[src/rtl/cnn_div_seq_24s_14s.sv]
// Sequential signed divider: restoring shift-subtract on operand magnitudes,
// fixed 26-cycle latency, quotient saturation and divide-by-zero flagging.
module cnn_div_seq_24s_14s #(
    parameter int ID         = 1,
    parameter int DIVIDEND_W = 24,
    parameter int DIVISOR_W  = 14
) (
    input  logic                  ap_clk,
    input  logic                  ap_rst_n,
    input  logic                  in_valid,
    output logic                  in_ready,
    input  logic [DIVIDEND_W-1:0] din0,
    input  logic [DIVISOR_W-1:0]  din1,
    output logic                  out_valid,
    input  logic                  out_ready,
    output logic [DIVIDEND_W-1:0] quot,
    output logic [DIVISOR_W-1:0]  rem,
    output logic                  dz,
    output logic                  ovf
);

    localparam int unsigned QW = DIVIDEND_W;
    localparam int unsigned RW = DIVISOR_W;
    localparam int unsigned AW = QW + 1;
    localparam int unsigned BW = RW + 1;

    localparam logic [QW-1:0] QMAX = {1'b0, {(QW-1){1'b1}}};
    localparam logic [QW-1:0] QMIN = {1'b1, {(QW-1){1'b0}}};

    localparam logic [1:0] IDLE = 2'd0;
    localparam logic [1:0] CALC = 2'd1;
    localparam logic [1:0] FIX  = 2'd2;
    localparam logic [1:0] DONE = 2'd3;

    if (ID < 0 || DIVIDEND_W < 2 || DIVISOR_W < 2) begin : g_param_chk
        $error("cnn_div_seq_24s_14s: illegal parameter value");
    end

    logic [1:0]    state, state_nxt;
    logic [QW-1:0] cnt, cnt_nxt;
    logic [QW-1:0] dq, dq_nxt;
    logic [BW-1:0] pr, pr_nxt;
    logic [BW-1:0] bm, bm_nxt;
    logic          s0, s0_nxt;
    logic          s1, s1_nxt;
    logic          zd, zd_nxt;
    logic          in_ready_nxt, out_valid_nxt;
    logic [QW-1:0] quot_nxt;
    logic [RW-1:0] rem_nxt;
    logic          dz_nxt, ovf_nxt;

    // One bit wider than the operands so the most negative values negate cleanly
    logic [AW-1:0] a_ext, a_mag;
    logic [BW-1:0] b_ext, b_mag;
    logic [BW:0]   trial, diff;

    assign a_ext = {din0[QW-1], din0};
    assign a_mag = din0[QW-1] ? AW'(-a_ext) : a_ext;
    assign b_ext = {din1[RW-1], din1};
    assign b_mag = din1[RW-1] ? BW'(-b_ext) : b_ext;
    assign trial = {pr, dq[QW-1]};
    assign diff  = trial - {1'b0, bm};

    always_ff @(posedge ap_clk or negedge ap_rst_n) begin
        if (!ap_rst_n) begin
            state     <= IDLE;
            cnt       <= '0;
            dq        <= '0;
            pr        <= '0;
            bm        <= '0;
            s0        <= 1'b0;
            s1        <= 1'b0;
            zd        <= 1'b0;
            in_ready  <= 1'b1;
            out_valid <= 1'b0;
            quot      <= '0;
            rem       <= '0;
            dz        <= 1'b0;
            ovf       <= 1'b0;
        end else begin
            state     <= state_nxt;
            cnt       <= cnt_nxt;
            dq        <= dq_nxt;
            pr        <= pr_nxt;
            bm        <= bm_nxt;
            s0        <= s0_nxt;
            s1        <= s1_nxt;
            zd        <= zd_nxt;
            in_ready  <= in_ready_nxt;
            out_valid <= out_valid_nxt;
            quot      <= quot_nxt;
            rem       <= rem_nxt;
            dz        <= dz_nxt;
            ovf       <= ovf_nxt;
        end
    end

    always_comb begin
        state_nxt = state;
        cnt_nxt   = cnt;
        dq_nxt    = dq;
        pr_nxt    = pr;
        bm_nxt    = bm;
        s0_nxt    = s0;
        s1_nxt    = s1;
        zd_nxt    = zd;
        quot_nxt  = quot;
        rem_nxt   = rem;
        dz_nxt    = dz;
        ovf_nxt   = ovf;

        case (state)
            IDLE: begin
                if (in_valid && in_ready) begin
                    dq_nxt    = QW'(a_mag);
                    bm_nxt    = b_mag;
                    pr_nxt    = '0;
                    s0_nxt    = din0[QW-1];
                    s1_nxt    = din1[RW-1];
                    zd_nxt    = (din1 == '0);
                    cnt_nxt   = QW'(1);
                    state_nxt = CALC;
                end
            end
            CALC: begin
                // dq shifts dividend bits out the top and quotient bits in the bottom
                if (trial >= {1'b0, bm}) begin
                    pr_nxt = BW'(diff);
                    dq_nxt = {dq[QW-2:0], 1'b1};
                end else begin
                    pr_nxt = BW'(trial);
                    dq_nxt = {dq[QW-2:0], 1'b0};
                end
                cnt_nxt = {cnt[QW-2:0], 1'b0};
                if (cnt[QW-1]) begin
                    state_nxt = FIX;
                end
            end
            FIX: begin
                if (zd) begin
                    quot_nxt = s0 ? QMIN : QMAX;
                    rem_nxt  = '0;
                    dz_nxt   = 1'b1;
                    ovf_nxt  = 1'b0;
                end else if (!(s0 ^ s1) && dq[QW-1]) begin
                    // only a positive quotient of 2^(QW-1) can get here
                    quot_nxt = QMAX;
                    rem_nxt  = '0;
                    dz_nxt   = 1'b0;
                    ovf_nxt  = 1'b1;
                end else begin
                    quot_nxt = (s0 ^ s1) ? QW'(-dq) : dq;
                    rem_nxt  = s0 ? RW'(-pr) : RW'(pr);
                    dz_nxt   = 1'b0;
                    ovf_nxt  = 1'b0;
                end
                state_nxt = DONE;
            end
            DONE: begin
                if (out_ready) begin
                    state_nxt = IDLE;
                end
            end
            default: state_nxt = IDLE;
        endcase

        in_ready_nxt  = (state_nxt == IDLE);
        out_valid_nxt = (state_nxt == DONE);
    end

endmodule

[config.mk]
export PLATFORM = sky130hd
export DESIGN_NAME = cnn_div_seq_24s_14s
export DESIGN_NICKNAME = d
export VERILOG_FILES = /design/src/rtl/cnn_div_seq_24s_14s.sv
export SDC_FILE = /design/constraint.sdc
export NUM_CORES = 1
export LEC_CHECK = 0
export CAP_MARGIN = 5
export CORE_ASPECT_RATIO = 0.6
export CORE_MARGIN = 5
export CORE_UTILIZATION = 30
export DETAILED_ROUTE_END_ITERATION = 10
export MAX_ROUTING_LAYER = met4
export SYNTH_ARGS = -nofsm -noshare
export SYNTH_HDL_FRONTEND = slang
export SYNTH_SLANG_ARGS = --single-unit
export TNS_END_PERCENT = 20
[constraint.sdc]
create_clock -name ap_clk -period 2.6 [get_ports ap_clk]
set_clock_uncertainty 0.2 [all_clocks]
set_input_delay 0.65 -clock ap_clk [delete_from_list [all_inputs] [get_ports ap_clk]]
set_output_delay 0.65 -clock ap_clk [all_outputs]
set_load 0.005 [all_outputs]
Word-level counts from Yosys, hierarchy flattened
Cells that the tools add are included.
- add/subtract/negate cells: 5
- equal/unequal tests: 5
- mux-type cells: 24
- reductions and logical operators: 9
- magnitude comparators: 1
- bitwise logic cells: 1
- operators by type and width (cell ; number):
    $mux W24 ; 7
    $pmux W24 S2 ; 2
    $neg A24 Y24 ; 2
    $mux W15 ; 3
    $mux W14 ; 3
    $pmux W15 S2 ; 1
    $ge A16 B15 Y1 ; 1
    $neg A15 Y15 ; 1
    $sub A15 B15 Y15 ; 1
    $logic_not A14 Y1 ; 1
    $neg A14 Y14 ; 1
    $pmux W2 S4 ; 1
    $eq A2 B2 Y1 const B ; 3
    $mux W2 ; 3
    $logic_not A2 Y1 ; 2
    $mux W1 ; 4
    $reduce_and A2 Y1 ; 2
    $eq A2 B1 Y1 const B ; 1
    $logic_and A1 B1 Y1 ; 2
    $ne A2 B2 Y1 const B ; 1
    $reduce_bool A2 Y1 ; 1
    $logic_not A1 Y1 ; 1
    $xor A1 B1 Y1 ; 1
- bits in registers: 125
- input port bits: 42

Depth between registers and ports, before layout
- depth in word-level cells: 5
- mapped depth: 11

Worst setup path before layout
Ideal clock, no wire load.
- path type: flip-flop to flip-flop
- start point: register dq[23]
- end point: register pr[10]
- cell stages (with the launch flop): 12
- required time: 2270 ps
- data arrival time: 2301 ps
- setup time: 130 ps
- setup slack: -31 ps
- clock period less this slack: 2631 ps
- path through: dfrtp_1 inv_1 ha_1 fa_1 nand2b_1 a21oi_1 o21ai_0 a21oi_1 o21ai_2 buf_2 a32oi_1 o21ai_0
- longest elaborated chain between the ends: 3
- RTL lines (element ; RTL line ; text):
    from (decl) ; 41 ; logic [QW-1:0] dq, dq_nxt;
    from (signal assigned) ; 83 ; dq <= dq_nxt;
    $sub A15 B15 Y15 or $ge A16 B15 Y1 (tied branches) ; 62, 127 ;
    $mux W15 * ; 127 ; if (trial >= {1'b0, bm}) begin
    $pmux W15 S2 * ; 112 ; case (state)
    to (signal assigned) ; 84 ; pr <= pr_nxt;
    to (decl) ; 42 ; logic [BW-1:0] pr, pr_nxt;
Every way passes the cells marked *; elsewhere a longest branch is shown, timed or not.
A chain may end at the register's enable or synchronous reset.

Final worst setup path
- start point: input port din0[6]
- end point: register dq[19]
- longest elaborated chain between the ends: 4
- RTL lines (element ; RTL line ; text):
    from (decl) ; 12 ; input logic [DIVIDEND_W-1:0] din0,
    $neg A24 Y24 ; 58 ; assign a_mag = din0[QW-1] ? AW'(-a_ext) : a_ext;
    $mux W24 ; 58 ;
    $mux W24 ; 114 ; if (in_valid && in_ready) begin
    $pmux W24 S2 ; 112 ;
Every way passes these cells. The select of a mux whose other input is x is not followed.

==> metrics <==
Min Hold Slack around 0.28 ns; Pre-antenna DRT Iters 5; Worst Hold Path EP cnt[18]; R2R Setup Slk roughly 0.12 ns; Fmax achieved 386 MHz; TritonCTS clock tree done; DR WL/cell between 15 and 20 um; largest net degree at the start of global routing 52; beginning of the worst register-to-register path dq[23]; Core ar. between 20,000 and 25,000 um^2; Slew headroom 51.5%; Critical Path Start din0[6]; FILL cells about 2,400; Peak VDD IR 509 uV; max cap viols 0; H-tree Lvls 4; initial antenna violation count 1; GRT overflow 0; worst slew pin tran 0.724 ns; I/O pin count 84; average via count per standard cell 5.08; Net count, final between 1,000 and 1,500; Critical Path End Type flop; worst hold path depth 2; mean post-synth cell area about 8.6 um^2; Multi-input gate area around 4000 um^2; post-layout util about two fifths; P_leak 4.32 nW; leading area contributor after synthesis dfrtp_1; Area contributors post-synth dfrtp_1 (42%), o21ai_0 (7.7%), nand2_1 (7.0%); worst min path class flop to flop; first-pass GRT wire length 36.5 mm; main flop type after synthesis dfrtp_1; Row Count 44; Synth top area share 42.0%; Post-DRT Antenna Nets 0; Root Driver clkbuf_16; GR Util All Layers around 17%; Inserted Clock Buffers 17; RSZ-0062 raised after global routing true; Max Slew Vio Count 0; mapped cell area approximately 7400 um^2; Via Count 6,861; number of synthesized flops with an enable pin 0; hold_sp cnt[17]; reg2reg path depth 11; final setup violation count 0; Pwr Density about 1400 nW/um^2; post-synthesis cell type count 63; FF/Latch Area roughly 3100 um^2; die outline width about 210 um; Final GP Congestion around 0.93; Port-buffer cells between 80 and 90; layout cells sized above 1 between 10% and 20%; critical path fanouts, max 5; run status finished, final reports clean; die height 132 um; Post-route DRC 0; dpl hpwl 17.5 mm; worst path required time 2.69 ns; Total Routed Length ~23 mm; CTS Sinks 125; Mapped Nets just over 900; Ys Warns 0; Clock Latency Late Sink 0.41 ns; type of origin of the critical path input pin; Tmin final approximately 2.6 ns; R2R Path End pr[14]; CTS clk-pin slew, worst paths about 0.06 ns; post-synthesis register bit count between 100 and 150; crit path DAT about 2.7 ns; Syn Inst Count between 800 and 900; CP Class input pin to flop; Initial Util a little under a third; vias in the first global route between 6,000 and 7,000; clock buffer depth 2; post-synthesis sequential area ratio between 40 and 50%; Final Hold Vio Count 0; Final period util between 90% and 100%; area grow syn2layout 34.6%; die area 28,000 um^2; Async SR Flop Fraction 100%; Iteration-0 DRC Markers 562
==> worst max-delay path by stage <==
stage | endpoint | slack, ns | cells after the start
global placement | dq[20] | -0.42 | 7
global route | dq[21] | -0.05 | 6
floorplan | pr[10] | 0.03 | 11
CTS | pr[1] | -0.02 | 11
detailed placement | dq[20] | -0.48 | 7
finish | dq[19] | 0.01 | 7
==> sequential cells by signal (all words and copies together) (netlist names) <==
register   cells
cnt           24
pr            15
dz             1
bm            15
quot          24
state          2
s0             1
dq            24
in_ready       1
rem           14
ovf            1
s1             1
zd             1
out_valid      1
==> report_power, final <==
part           leakage (nW)  switching (mW)  total [mW]  internal (mW)
clock network         0.296           0.890        2.47           1.58
registers              1.58           0.762        3.59           2.82
logic                  2.44            4.25        7.70           3.45
==> cells in the final DEF (no fill, tap or decap), types with 13 or more instances in the layout <==
cell             instances
clkbuf_16               17
nor2_1                  51
a21oi_1                 46
dfrtp_1                124
nand3_1                 23
o21ai_1                 17
ha_1                    18
o21ai_0                109
buf_4                  102
inv_1                   24
nor3_1                  13
xnor2_1                 16
clkdlybuf4s50_1         75
xor2_1                  40
mux2i_1                 18
nand2_1                138
==> critical path, cell delays in order <==
cell,delay (ns)
clkdlybuf4s50_1,0.42
or4_4,0.52
or4_4,0.51
buf_4,0.18
nor3_2,0.12
mux2i_1,0.20
o21ai_1,0.07
==> synth_stat cells, types with 2 or more instances <==
master / number
o41ai_1: 3
a21o_1: 6
xor2_1: 40
mux2i_1: 18
o311a_1: 2
a21oi_1: 50
a31oi_1: 6
nor4_4: 2
o21ai_1: 13
xnor2_1: 16
o221ai_1: 5
nand4_1: 2
o31ai_1: 11
nor3_2: 3
nand3_1: 23
nor4_1: 8
ha_1: 19
o21a_1: 3
or3_1: 5
nor2_1: 52
dfrtp_1: 124
nand2_1: 138
nor3b_1: 4
nor2b_1: 12
o21ai_0: 113
nand2b_1: 13
or4_4: 3
nor3_1: 15
o22ai_1: 2
a21boi_0: 2
a22o_1: 12
a211o_1: 2
buf_1: 4
a32oi_1: 8
a211oi_1: 5
a22oi_1: 12
inv_1: 26
o211ai_1: 2
o22a_1: 5
clkbuf_1: 48
a221oi_1: 2
==> cells by family after synthesis <==
family | Yosys count | share of synthesized area [%]
simple gates | 289 | 18.4
compound gates | 272 | 22.4
flops | 125 | 42.3
buf+inv | 80 | 4.18
xor+xnor | 56 | 6.64
fa+ha+maj | 20 | 3.49
mux | 19 | 2.59
==> per-layer routing <==
metal / vias to the layer above / track usage (%) / wire, um
li1: 3374 / - / -
met4: 0 / 2.84 / 153
met1: 3266 / 27.6 / 12300
met5: - / - / 0
met3: 15 / 5.03 / 1930
met2: 206 / 19.6 / 8450
==> layout make-up <==
cell class,instances,area share [%]
sequential,125,31.5
multi-input combinational,656,40.6
clock inverter,10,1.38
inverter,26,0.981
antenna,1,0.0252
tap,322,4.05
timing repair buffer,188,16.7
clock buffer,22,4.77
==> what timing repair did <==
action	CTS	global route
endpoints found under the setup margin	12	25
setup buffers	1	1
hold buffers	1	0
pin swaps	2	8
endpoints found under the hold margin	20	0
resized for setup	6	22
gates cloned	0	0
==> through the flow <==
| stage | std cells | worst slack, ns | TNS (ns) | power (mW) | cell area [um^2] |
|---|---|---|---|---|---|
| after CTS | 1348 | -0.0176 | -0.0289 | 13.6 | 9870 |
| after detailed placement | 1314 | -0.484 | -5.14 | 11.0 | 9220 |
| after global routing | 1350 | -0.0470 | -0.102 | 14.9 | 9940 |
| final | 1350 | 0.0115 | 0 | 13.8 | 9940 |
| after global placement | 1314 | -0.418 | -4.39 | 10.9 | 9220 |
| after floorplan | 861 | 0.0293 | 0 | 7.95 | 7400 |
Note: power is estimated with default switching activity, not from simulation.
